--- src/rtl/rv_pkg.sv ---
//------------------------------------------------------------------------------
// Module : rv_pkg
// Brief  : Shared RV32I pipeline constants for the writeback/register-file slice.
// Rev    : 1.0 - initial release
//------------------------------------------------------------------------------
`default_nettype none

package rv_pkg;

    localparam int XLEN  = 32;
    localparam int NREGS = 32;
    localparam int REG_AW = 5;

    localparam logic [1:0] RESULTSRC_ALU = 2'b00;
    localparam logic [1:0] RESULTSRC_MEM = 2'b01;
    localparam logic [1:0] RESULTSRC_PC4 = 2'b10;

    localparam logic [REG_AW-1:0] REG_ZERO = 5'd0;

    // The reserved code 2'b11 deliberately falls back to the ALU result.
    function automatic logic [XLEN-1:0] select_result(
        input logic [1:0]      src,
        input logic [XLEN-1:0] alu,
        input logic [XLEN-1:0] mem,
        input logic [XLEN-1:0] pc4
    );
        logic [XLEN-1:0] v;
        case (src)
            RESULTSRC_MEM: v = mem;
            RESULTSRC_PC4: v = pc4;
            default:       v = alu;
        endcase
        return v;
    endfunction

endpackage

`default_nettype wire

--- src/rtl/regfile_2r1w.sv ---
//------------------------------------------------------------------------------
// Module : regfile_2r1w
// Brief  : Two-read/one-write integer register array, x0 hardwired to zero,
//          asynchronous clear and optional same-cycle write-to-read bypass.
// Rev    : 1.0 - initial release
//------------------------------------------------------------------------------
`default_nettype none

module regfile_2r1w
    import rv_pkg::*;
#(
    parameter int XLEN_P  = XLEN,
    parameter int NREGS_P = NREGS,
    parameter bit BYPASS  = 1'b1
) (
    input  logic                clk,
    input  logic                rst_n,
    input  logic                i_we,
    input  logic [REG_AW-1:0]   i_waddr,
    input  logic [XLEN_P-1:0]   i_wdata,
    input  logic [REG_AW-1:0]   i_raddr1,
    input  logic [REG_AW-1:0]   i_raddr2,
    output logic [XLEN_P-1:0]   o_rdata1,
    output logic [XLEN_P-1:0]   o_rdata2,
    output logic                o_commit
);

    logic [XLEN_P-1:0] r_regs [NREGS_P];
    logic              w_commit;
    logic              w_hit1;
    logic              w_hit2;

    assign w_commit = i_we && (i_waddr != REG_ZERO);
    assign o_commit = w_commit;

    // Entry 0 is cleared on reset and never written, so it always reads zero.
    always_ff @(posedge clk or negedge rst_n) begin
        if (!rst_n) begin
            for (int i = 0; i < NREGS_P; i++) begin
                r_regs[i] <= '0;
            end
        end else if (w_commit) begin
            r_regs[i_waddr] <= i_wdata;
        end
    end

    assign w_hit1 = BYPASS && w_commit && (i_waddr == i_raddr1);
    assign w_hit2 = BYPASS && w_commit && (i_waddr == i_raddr2);

    // Reads are forced to zero while reset is held so no bypassed value leaks out.
    always_comb begin
        o_rdata1 = '0;
        o_rdata2 = '0;
        if (rst_n && (i_raddr1 != REG_ZERO)) begin
            o_rdata1 = w_hit1 ? i_wdata : r_regs[i_raddr1];
        end
        if (rst_n && (i_raddr2 != REG_ZERO)) begin
            o_rdata2 = w_hit2 ? i_wdata : r_regs[i_raddr2];
        end
    end

endmodule

`default_nettype wire

--- src/rtl/wb_regfile.sv ---
//------------------------------------------------------------------------------
// Module : wb_regfile
// Brief  : RV32I writeback stage: result select, register-file commit with
//          W->D bypass, and a retired-write counter.
// Rev    : 1.0 - initial release
//------------------------------------------------------------------------------
`default_nettype none

module wb_regfile
    import rv_pkg::*;
#(
    parameter int XLEN_P  = XLEN,
    parameter int NREGS_P = NREGS,
    parameter bit BYPASS  = 1'b1
) (
    input  logic               clk,
    input  logic               reset,
    input  logic               RegWrite_W,
    input  logic [1:0]         ResultSrc_W,
    input  logic [XLEN_P-1:0]  ALUResult_W,
    input  logic [XLEN_P-1:0]  ReadData_W,
    input  logic [XLEN_P-1:0]  PCPlus4_W,
    input  logic [31:0]        Rd_W,
    input  logic [4:0]         Rs1_D,
    input  logic [4:0]         Rs2_D,
    output logic [XLEN_P-1:0]  RD1_D,
    output logic [XLEN_P-1:0]  RD2_D,
    output logic [XLEN_P-1:0]  Result_W,
    output logic [31:0]        wb_count
);

    logic [XLEN_P-1:0] w_result;
    logic              w_commit;
    logic [31:0]       r_wb_count;
    logic              w_unused_rd;

    // Upper destination bits carry no meaning in RV32I.
    assign w_unused_rd = ^Rd_W[31:REG_AW];

    assign w_result = select_result(ResultSrc_W, ALUResult_W, ReadData_W, PCPlus4_W);
    assign Result_W = w_result;

    regfile_2r1w #(
        .XLEN_P  (XLEN_P),
        .NREGS_P (NREGS_P),
        .BYPASS  (BYPASS)
    ) u_rf (
        .clk      (clk),
        .rst_n    (reset),
        .i_we     (RegWrite_W),
        .i_waddr  (Rd_W[REG_AW-1:0]),
        .i_wdata  (w_result),
        .i_raddr1 (Rs1_D),
        .i_raddr2 (Rs2_D),
        .o_rdata1 (RD1_D),
        .o_rdata2 (RD2_D),
        .o_commit (w_commit)
    );

    always_ff @(posedge clk or negedge reset) begin
        if (!reset) begin
            r_wb_count <= '0;
        end else if (w_commit) begin
            r_wb_count <= r_wb_count + 32'd1;
        end
    end

    assign wb_count = r_wb_count;

endmodule

`default_nettype wire

--- config.mk ---
export PLATFORM = sky130hd
export DESIGN_NAME = wb_regfile
export DESIGN_NICKNAME = d
export VERILOG_FILES = /design/src/rtl/rv_pkg.sv /design/src/rtl/regfile_2r1w.sv /design/src/rtl/wb_regfile.sv
export SDC_FILE = /design/constraint.sdc
export NUM_CORES = 2
export LEC_CHECK = 0
export ABC_AREA = 1
export CORE_AREA = 4 4 455 457
export CTS_CLUSTER_SIZE = 30
export DETAILED_ROUTE_END_ITERATION = 16
export DIE_AREA = 0 0 459 461
export GPL_ROUTABILITY_DRIVEN = 0
export PLACE_DENSITY = 0.48
export SYNTH_ARGS = -nofsm -noshare
export SYNTH_HDL_FRONTEND = slang
export SYNTH_SLANG_ARGS = --single-unit
--- constraint.sdc ---
create_clock -name clk -period 3.05 [get_ports clk]
set_input_delay 0.61 -clock clk [delete_from_list [all_inputs] [get_ports clk]]
set_output_delay 0.61 -clock clk [all_outputs]
set_load 0.03 [all_outputs]
==> flow_summary.yaml <==
status:
  status: "finished with violations"
  failed_checks: "setup timing"
global_routing:
  grt_overflow: 0
  grt_max_degree: 159
  grt_pass1_vias: 60700
  grt_usage_pct: 27.5
  antenna_found_initial: 5
  grt_first_pass_wirelength_mm: 430
layout:
  layout-area-overhead-vs-synth_pct: 33.8
  fin_util_pct: 39.8
  final_cells: 12100
  layout-drive-gt1-share_pct: 15.6
  fin_nets: 9482
logic_synthesis:
  synth-async-reset-ratio_pct: 100
  synth_area_um2: 60600
  yosys.area_share.adder_pct: 0.0619
  synth_most_common_cell: "nand2_1"
  dominantRegCellSynth: "dfrtp_1"
  synth_top_area_share_pct: 43.6
  synth.area.mux_share_pct: 0.0165
  synth_top_family_by_area: "simple AND/OR/NAND/NOR gates"
  synth_compound_area_share_pct: 16.7
  synth_xor_area_share_pct: 0.463
  synthesis.nets: 9052
  syn_area_per_cell_um2: 6.80
  synth_edf_count: 0
  ys_types: 31
  yosysTopAreaCell: "dfrtp_1"
  synth_seq_area_share_pct: 43.6
  yosys-top-cells-count: "2976 x nand2_1, 1154 x o21ai_0, 1056 x dfrtp_1"
  synth_cells: 8906
  yosysWarnings: 0
  synth-seq-cells: 1056
  synth_area_leaders: "dfrtp_1 44%, nand2_1 18%, o21ai_0 9.5%"
  synth-simple-area-share_pct: 29.9
route:
  drc_errors: 0
  viasPerCell: 5.30
  wl_mm: 301
  wire_per_inst_um: 24.8
  drt_pass1_iterations: 6
  final_antenna_net_count: 0
  drtIter0Drc: 7367
  vias: 64200
clock_tree:
  cts_buffers: 121
  cts_max_path_buffers: 3
  clk_pin_slew_ns: 0.06
  htreeDepth: 3
  cts_sinks: 1056
  cts_tree: "built"
  insertion_delay_ns: 0.74
  cts_root_buf: "clkbuf_16"
worst_setup_path:
  worstSetupPathType: "in2out"
  cp.required_ns: 2.44
  r2r-end: "wb_count[16]$_DFFE_PN0P_"
  r2r-start: "wb_count[0]$_DFFE_PN0P_"
  setup.worst_path.end_class: "output pin"
  start_kind: "input port"
  path_max_fanout: 5
  r2r_cells: 7
  ff2ff_setup_slack_ns: 1.30
  cp.arrival_ns: 2.51
floorplan:
  boundaryPins: 271
  die_area_um2: 212000
  die_w_um: 459
  chipHeight_um: 461
  core_area_um2: 204000
  rows: 166
  start_util_pct: 29.8
timing:
  final_max_slew_viol_count: 0
  tightest_slew_ns: 1.08
  final_hold_viol_count: 0
  slew_headroom_pct: 28.2
  fin_tns_setup_ns: -0.545
  fin_ws_ns: -0.0662
  rsz0062_at_grt: "true"
  finalSetupViolCount: 19
  max_freq_mhz: 321
  min_period_ns: 3.12
  finClkSkew_ns: 0.00471
  finalCritPeriodShare_pct: 102
min_path:
  min_path_cells: 0
  whs_endpoint: "u_rf.r_regs[994]$_DFFE_PN0P_"
  holdCritStartpoint: "u_rf.r_regs[994]$_DFFE_PN0P_"
  hp-class: "reg2reg"
placed_design:
  pre_cts_slack_ns: -0.593
  place_inst: 11800
  io_buffers: 243
  dp_hpwl_mm: 199
pwr:
  powerDensity_nw_per_um2: 584
  ir_worst_vdd_v: 0.000481
  p_leak_nw: 36.8
job:
  max_cap_viol_count: 0
-- cell type report --
type                    instances  area [um^2]
multi-input cells            6386        30200
clock buffers                 179         3630
clock inverters                40          733
diodes                          5         12.5
inverters                     718         2760
repair buffers               1053        13900
fillers                     20900       122000
well taps                    2688         3360
flip-flops and latches       1056        26400
-- registers in the layout, summed over array words and instances, names as in the netlist --
register	cells
u_rf.r_regs	1024
wb_count	32
-- logic make-up after synthesis --
family	count (synthesis)
DFF	1056
adders and majority gates	3
buffers and inverters	1465
AOI/OAI and AO/OA	1902
xor gates and xnor gates	32
and+or+nand+nor	4447
muxes	1
-- power breakdown --
group          internal (mW)  total (mW)  leakage [nW]  switching [mW]
clock network           9.55        16.2          2.14            6.62
logic                   4.84        12.6          21.5            7.75
registers               16.9        18.6          13.2            1.70
-- placed cells by master (no fill, tap or decap), types with 19 or more instances in the layout --
| master | n |
|---|---|
| buf_4 | 432 |
| a21oi_1 | 395 |
| nor2_1 | 395 |
| clkdlybuf4s50_1 | 128 |
| clkbuf_16 | 136 |
| o21ai_2 | 27 |
| a21oi_4 | 30 |
| inv_1 | 692 |
| or2_2 | 19 |
| nand2_2 | 46 |
| o21ai_1 | 80 |
| buf_6 | 68 |
| o211ai_1 | 182 |
| nor3_1 | 21 |
| nand3_2 | 70 |
| clkbuf_8 | 38 |
| a21oi_2 | 47 |
| a22o_1 | 32 |
| nand2_1 | 2917 |
| dfrtp_1 | 1056 |
| buf_16 | 25 |
| clkbuf_1 | 20 |
| nand3_1 | 900 |
| buf_12 | 360 |
| xor2_1 | 20 |
| nor2_4 | 23 |
| o21ai_0 | 1095 |
-- metrics by stage --
step	area [um^2]	hold slack, ns	power [mW]
6_report	81100	0.376	47.4
4_1_cts	79700	0.379	47.3
2_1_floorplan	60700	0.314	25.1
3_5_place_dp	73800	0.366	30.7
3_3_place_gp	73800	0.365	30.5
5_1_grt	81100	0.394	49.8
-- worst max-delay path, cell delays in order --
cell and delay [ns]:
clkbuf_16 0.15, buf_12 0.13, nor2_4 0.21, buf_6 0.18
buf_16 0.17, buf_6 0.13, o21ai_0 0.07, a21oi_1 0.15
nor2_1 0.07, nand2_1 0.07, nand3_2 0.09, nand2_2 0.12
buf_12 0.14, a21oi_2 0.06, buf_6 0.14
-- worst max-delay path by stage --
stage | start | end | slack (ns) | cells after the start
3_5_place_dp | Rd_W[1] | RD1_D[25] | -0.59 | 13
6_report | Rs1_D[1] | RD1_D[28] | -0.07 | 15
5_1_grt | Rs1_D[1] | RD1_D[13] | -0.11 | 15
3_3_place_gp | Rd_W[1] | RD1_D[25] | -0.67 | 13
4_1_cts | Rs1_D[1] | RD1_D[1] | -0.06 | 15
2_1_floorplan | ResultSrc_W[0] | RD1_D[12] | -0.06 | 9
-- per-layer routing --
| metal | up-vias | routed length [um] | GRT usage (%) |
|---|---|---|---|
| met2 | 3008 | 133000 | 42.7 |
| met1 | 31000 | 126000 | 36.6 |
| met3 | 663 | 23900 | 4.62 |
| met4 | 0 | 19100 | 14.6 |
| li1 | 29600 | - | - |
| met5 | - | 0 | 0 |
-- timing repair --
action	CTS	global route
endpoints found under the setup margin	93	67
hold buffers	1	0
gates resized for setup	225	264
pin swaps	35	107
endpoints found under the hold margin	77	0
cloned	18	15
buffers inserted	23	24
(Power assumes the default switching activity.)
